--- config.mk ---
export PLATFORM = sky130hd
export DESIGN_NAME = spi_cfg_ctrl
export DESIGN_NICKNAME = d
export VERILOG_FILES = /design/src/rtl/spi_cfg_ctrl.sv
export SDC_FILE = /design/constraint.sdc
export NUM_CORES = 1
export LEC_CHECK = 0
export CAP_MARGIN = 20
export CORE_MARGIN = 10
export CORE_UTILIZATION = 40
export DETAILED_ROUTE_END_ITERATION = 8
export GPL_TIMING_DRIVEN = 0
export PLACE_DENSITY = 0.66
export SYNTH_ARGS = -nofsm -noshare
export SYNTH_HDL_FRONTEND = slang
export SYNTH_SLANG_ARGS = --single-unit
--- constraint.sdc ---
create_clock -name clk -period 3.9 [get_ports clk]
set_clock_uncertainty 0.15 [all_clocks]
set_input_delay 0.585 -clock clk [delete_from_list [all_inputs] [get_ports clk]]
set_output_delay 0.585 -clock clk [all_outputs]
set_load 0.01 [all_outputs]
--- src/rtl/spi_cfg_ctrl.sv ---
// rtl/spi_cfg_ctrl.sv - SPI mode-0 slave writing eight 8-bit config registers.
// Optional macro SPI_CFG_READBACK_EN enables read frames returning reg[addr] on spi_miso.
module spi_cfg_ctrl #(
    parameter int SYNC_STAGES = 2
) (
    input  logic        clk,
    input  logic        rst,
    input  logic        spi_cs_n,
    input  logic        spi_sck,
    input  logic        spi_mosi,
    output logic        spi_miso,
    output logic [63:0] cfg,
    output logic        wr_stb,
    output logic [2:0]  wr_addr,
    output logic        frame_err
);

    typedef enum logic [1:0] {IDLE, CMD, DATA, HOLD} state_t;

    state_t                 state, state_n;
    logic [SYNC_STAGES-1:0] cs_sync, sck_sync, mosi_sync;
    logic [SYNC_STAGES:0]   vld;
    logic                   cs_q, sck_q, armed;
    logic                   cs_s, sck_s, mosi_s;
    logic                   cs_fall, cs_rise, sck_rise;
    logic [3:0]             cnt;
    logic [6:0]             sh;
    logic [7:0]             shift_byte;
    logic                   rw;
    logic [2:0]             addr;
    logic                   cnt_clr, do_shift, latch_cmd, commit, set_err;

    assign cs_s       = cs_sync[SYNC_STAGES-1];
    assign sck_s      = sck_sync[SYNC_STAGES-1];
    assign mosi_s     = mosi_sync[SYNC_STAGES-1];
    // A low cs seen right after reset is not a fresh frame start: wait until cs is
    // genuinely observed high once the synchronizer has flushed its reset values.
    assign cs_fall    = armed & cs_q & ~cs_s;
    assign cs_rise    = ~cs_q & cs_s;
    assign sck_rise   = sck_s & ~sck_q;
    assign shift_byte = {sh, mosi_s};

    always_ff @(posedge clk) begin
        if (rst) begin
            state <= IDLE;
        end else begin
            state <= state_n;
        end
    end

    always_comb begin
        state_n   = state;
        cnt_clr   = 1'b0;
        do_shift  = 1'b0;
        latch_cmd = 1'b0;
        commit    = 1'b0;
        set_err   = 1'b0;
        case (state)
            IDLE: begin
                if (cs_fall) begin
                    state_n = CMD;
                    cnt_clr = 1'b1;
                end
            end
            CMD: begin
                if (cs_rise) begin
                    set_err = 1'b1;
                    state_n = IDLE;
                end else if (sck_rise) begin
                    do_shift = 1'b1;
                    if (cnt == 4'd7) begin
                        latch_cmd = 1'b1;
                        state_n   = DATA;
                    end
                end
            end
            DATA: begin
                if (cs_rise) begin
                    set_err = 1'b1;
                    state_n = IDLE;
                end else if (sck_rise) begin
                    do_shift = 1'b1;
                    if (cnt == 4'd15) begin
                        commit  = rw;
                        state_n = HOLD;
                    end
                end
            end
            HOLD: begin
                if (cs_rise) begin
                    state_n = IDLE;
                end
            end
            default: state_n = IDLE;
        endcase
    end

    always_ff @(posedge clk) begin
        if (rst) begin
            cs_sync   <= '1;
            sck_sync  <= '0;
            mosi_sync <= '0;
            vld       <= '0;
            cs_q      <= 1'b1;
            sck_q     <= 1'b0;
            armed     <= 1'b0;
            cnt       <= 4'd0;
            sh        <= 7'd0;
            rw        <= 1'b0;
            addr      <= 3'd0;
            cfg       <= 64'd0;
            wr_stb    <= 1'b0;
            wr_addr   <= 3'd0;
            frame_err <= 1'b0;
        end else begin
            cs_sync   <= {cs_sync[SYNC_STAGES-2:0], spi_cs_n};
            sck_sync  <= {sck_sync[SYNC_STAGES-2:0], spi_sck};
            mosi_sync <= {mosi_sync[SYNC_STAGES-2:0], spi_mosi};
            vld       <= {vld[SYNC_STAGES-1:0], 1'b1};
            cs_q      <= cs_s;
            sck_q     <= sck_s;
            if (vld[SYNC_STAGES] && cs_s) begin
                armed <= 1'b1;
            end
            if (cnt_clr) begin
                cnt <= 4'd0;
            end else if (do_shift) begin
                cnt <= cnt + 4'd1;
            end
            if (do_shift) begin
                sh <= shift_byte[6:0];
            end
            if (latch_cmd) begin
                rw   <= shift_byte[7];
                addr <= shift_byte[2:0];
            end
            wr_stb <= commit;
            if (commit) begin
                cfg[{addr, 3'b000} +: 8] <= shift_byte;
                wr_addr                  <= addr;
            end
            if (set_err) begin
                frame_err <= 1'b1;
            end
        end
    end

`ifdef SPI_CFG_READBACK_EN
    logic [7:0] tx;
    logic       sck_fall;

    assign sck_fall = sck_q & ~sck_s;
    assign spi_miso = (state == DATA) & tx[7];

    // The fall right after the 8th rise must not shift: bit 7 has to be on the
    // line for the 9th rise, so shifting starts once a data bit has been clocked.
    always_ff @(posedge clk) begin
        if (rst) begin
            tx <= 8'd0;
        end else if (latch_cmd) begin
            tx <= shift_byte[7] ? 8'd0 : cfg[{shift_byte[2:0], 3'b000} +: 8];
        end else if (state == DATA && sck_fall && cnt > 4'd8) begin
            tx <= {tx[6:0], 1'b0};
        end
    end
`else
    assign spi_miso = 1'b0;
`endif

endmodule

==> metrics.yaml <==
sta:
  final.setup.tns_ns: 0
  hold_viol: 0
  min_period_over_period_pct: 79.1
  tightest_slew_ns: 0.884
  maxSlewHeadroom_pct: 40.9
  rsz0062_at_grt: "no"
  period_needed_ns: 3.08
  drv_slew: 0
  hold_ws_ns: 0.264
  setup_viol: 0
  fmax_mhz: 324
layout:
  stdcell_count: 652
  layout_common_cells: "98 x dfxtp_1, 73 x clkdlybuf4s50_1, 54 x a21oi_1"
  drive_gt1_share_pct: 6.74
  utilization_pct: 52.4
  layout_commonest_cell: "dfxtp_1"
  insertedDiodeCount: 0
  final_nets: 530
  area_growth_pct: 28.9
cts:
  cts_tree: "yes"
  cts_hold_buf: 0
  htree_levels: 3
  clock_latency_ns: 0.36
  cts_resized: 0
  cts-root-buf: "clkbuf_8"
  cts.sinks: 98
  postCtsSetupBuffers: 0
  clkTransAtPathRegs_ns: 0.09
  numCtsBuffers: 9
  cts_max_path_buffers: 2
global_route:
  grt_pass1_wl_um: 17400
  grt_pass1_vias: 3414
  track_usage_pct: 14.8
  gr-usage-met1_pct: 18.0
  antenna_found_initial: 0
  grt_max_degree: 16
  grt_util_met2_pct: 24.0
  overflow: 0
  grt-busiest-layer: "met2"
  grt.met3_usage_pct: 5.90
outcome:
  outcome: "finished clean"
floorplanning:
  io_pins: 75
  fp.coreArea_mm2: 0.00964
  start_util_pct: 40.6
  die_width_um: 119
  die_area_mm2: 0.0142
  std_cell_rows: 36
  fp.dieH_um: 119
yosys:
  yosys_register_bits: 98
  synthCells: 431
  syn_avg_cell_area_um2: 9.09
  async_flop_share_pct: 0
  syn_nets: 445
  ys_seq_area_share_pct: 50.1
  synth_top_flop_cell: "dfxtp_1"
  yosysWarnings: 0
  syn_area_mm2: 0.00392
  synth_edf_count: 0
  yosys.cell_types.count: 43
place:
  hpwlAfterDp_um: 7400
  dp_cells: 637
  portBuffers: 73
  place.gp.congestion: 0.796
power_and_ir_drop:
  power_density_mw_per_mm2: 363
  power.leakage_nw: 1.72
  ir_worst_vdd_mv: 0.185
  fin_total_pwr_w: 0.00183
critical_path:
  worstSetupStartpointType: "register"
  slowest_stage: "nor4b_2"
  worst-path-buf-inv: 3
  crit_required_ns: 3.98
  crit_family: "simple AND/OR/NAND/NOR gates"
  crit_arrival_ns: 3.17
  end_kind: "register"
  worstPathMaxFanout: 10
  slowest_delay_ns: 0.78
  crit_top_cell: "ha_1"
  path_class: "reg -> reg"
  crit_path_cell_trace: "buf_2, inv_1, ha_1, ha_1, clkbuf_1, nor4b_2, nand4_1, nand2_1, a21oi_1"
routing:
  vias: 3324
  wl_per_cell_um: 16.3
  dr.pass1.iters: 4
  routed_wl_um: 10600
  drc_errors: 0
  drt.antenna.violating_nets: 0
  viasPerCell: 5.10
  dr.first_iter.drc_count: 216
job:
  drv_cap: 0
worst_hold_path:
  hp-class: "reg -> reg"
power by group:
group / switching [W] / leakage (nW) / internal (W) / total (W)
clock: 0.000346 / 0.107 / 0.000419 / 0.000765
sequential: 0.00000443 / 0.792 / 0.00101 / 0.00101
combinational: 0.0000363 / 0.820 / 0.0000223 / 0.0000586
total: 0.000386 / 1.72 / 0.00145 / 0.00183
path summary, 6_finish.rpt:
| path | from | end | slack (ns) | cells past startpoint |
|---|---|---|---|---|
| setup / recovery | addr[0] | cfg[61] | 0.82 | 9 |
| hold / removal | cs_sync[0] | cs_sync[1] | 0.26 | 1 |
| setup reg to reg | addr[0] | cfg[61] | 0.82 | 9 |
| hold reg to reg | cs_sync[0] | cs_sync[1] | 0.26 | 1 |
Yosys cell counts, types with 2 or more instances:
library cell	instances	area [µm²]
dfxtp_1	98	1960
a21oi_1	54	270
nand3_1	50	250
nor2_1	37	139
o21ai_0	32	160
mux2i_1	29	290
clkbuf_1	25	93.8
nand2_1	24	90.1
ha_1	9	113
inv_1	8	30.0
nor2b_1	8	50.1
buf_2	7	35.0
nand4_1	7	43.8
and3b_1	3	26.3
buf_4	3	22.5
or2_2	3	18.8
and3_1	2	12.5
and4_1	2	17.5
nand3b_1	2	15.0
nor4_4	2	42.5
nor4b_2	2	30.0
nor4bb_1	2	20.0
xor2_1	2	17.5
stage by stage:
step,worst slack [ns],instance area [µm²]
floorplan,1.44,3920
global placement,0.947,4810
detailed placement,0.889,4810
CTS,0.873,5040
global route,0.553,5050
finish,0.815,5050
logic make-up (layout without fill, tap and decap cells):
kind of cell    Yosys count  count (layout)  synth area share [%]
fa+ha+maj                 9               9                  2.87
other cells               1               1                0.0957
compound gates           91              91                  12.0
mux                      29              29                  7.41
simple gates            155             155                  22.0
flops                    98              98                  50.1
buf+inv                  45             133                  4.85
xor+xnor                  3               3                 0.671
layout make-up:
class / count / area (µm²)
timing repair buffer: 74 / 736
fill: 909 / 4590
clock buffer: 9 / 124
inverter: 8 / 30.0
clock inverter: 5 / 105
sequential: 98 / 1960
tap: 133 / 166
buffer: 37 / 160
multi-input combinational: 288 / 1770
state kept, by name (all words and copies together) (netlist names), 2 cells and up:
| signal | cells |
|---|---|
| cfg | 64 |
| sh | 7 |
| cnt | 4 |
| addr | 3 |
| vld | 3 |
| wr_addr | 3 |
| cs_sync | 2 |
| mosi_sync | 2 |
| sck_sync | 2 |
| state | 2 |
per-layer routing:
layer	wire length, µm	up-vias
met5	0	-
met4	119	0
met3	839	10
met2	4900	91
met1	4750	1559
li1	-	1664
No activity file was read; power rests on OpenSTA's default activity.
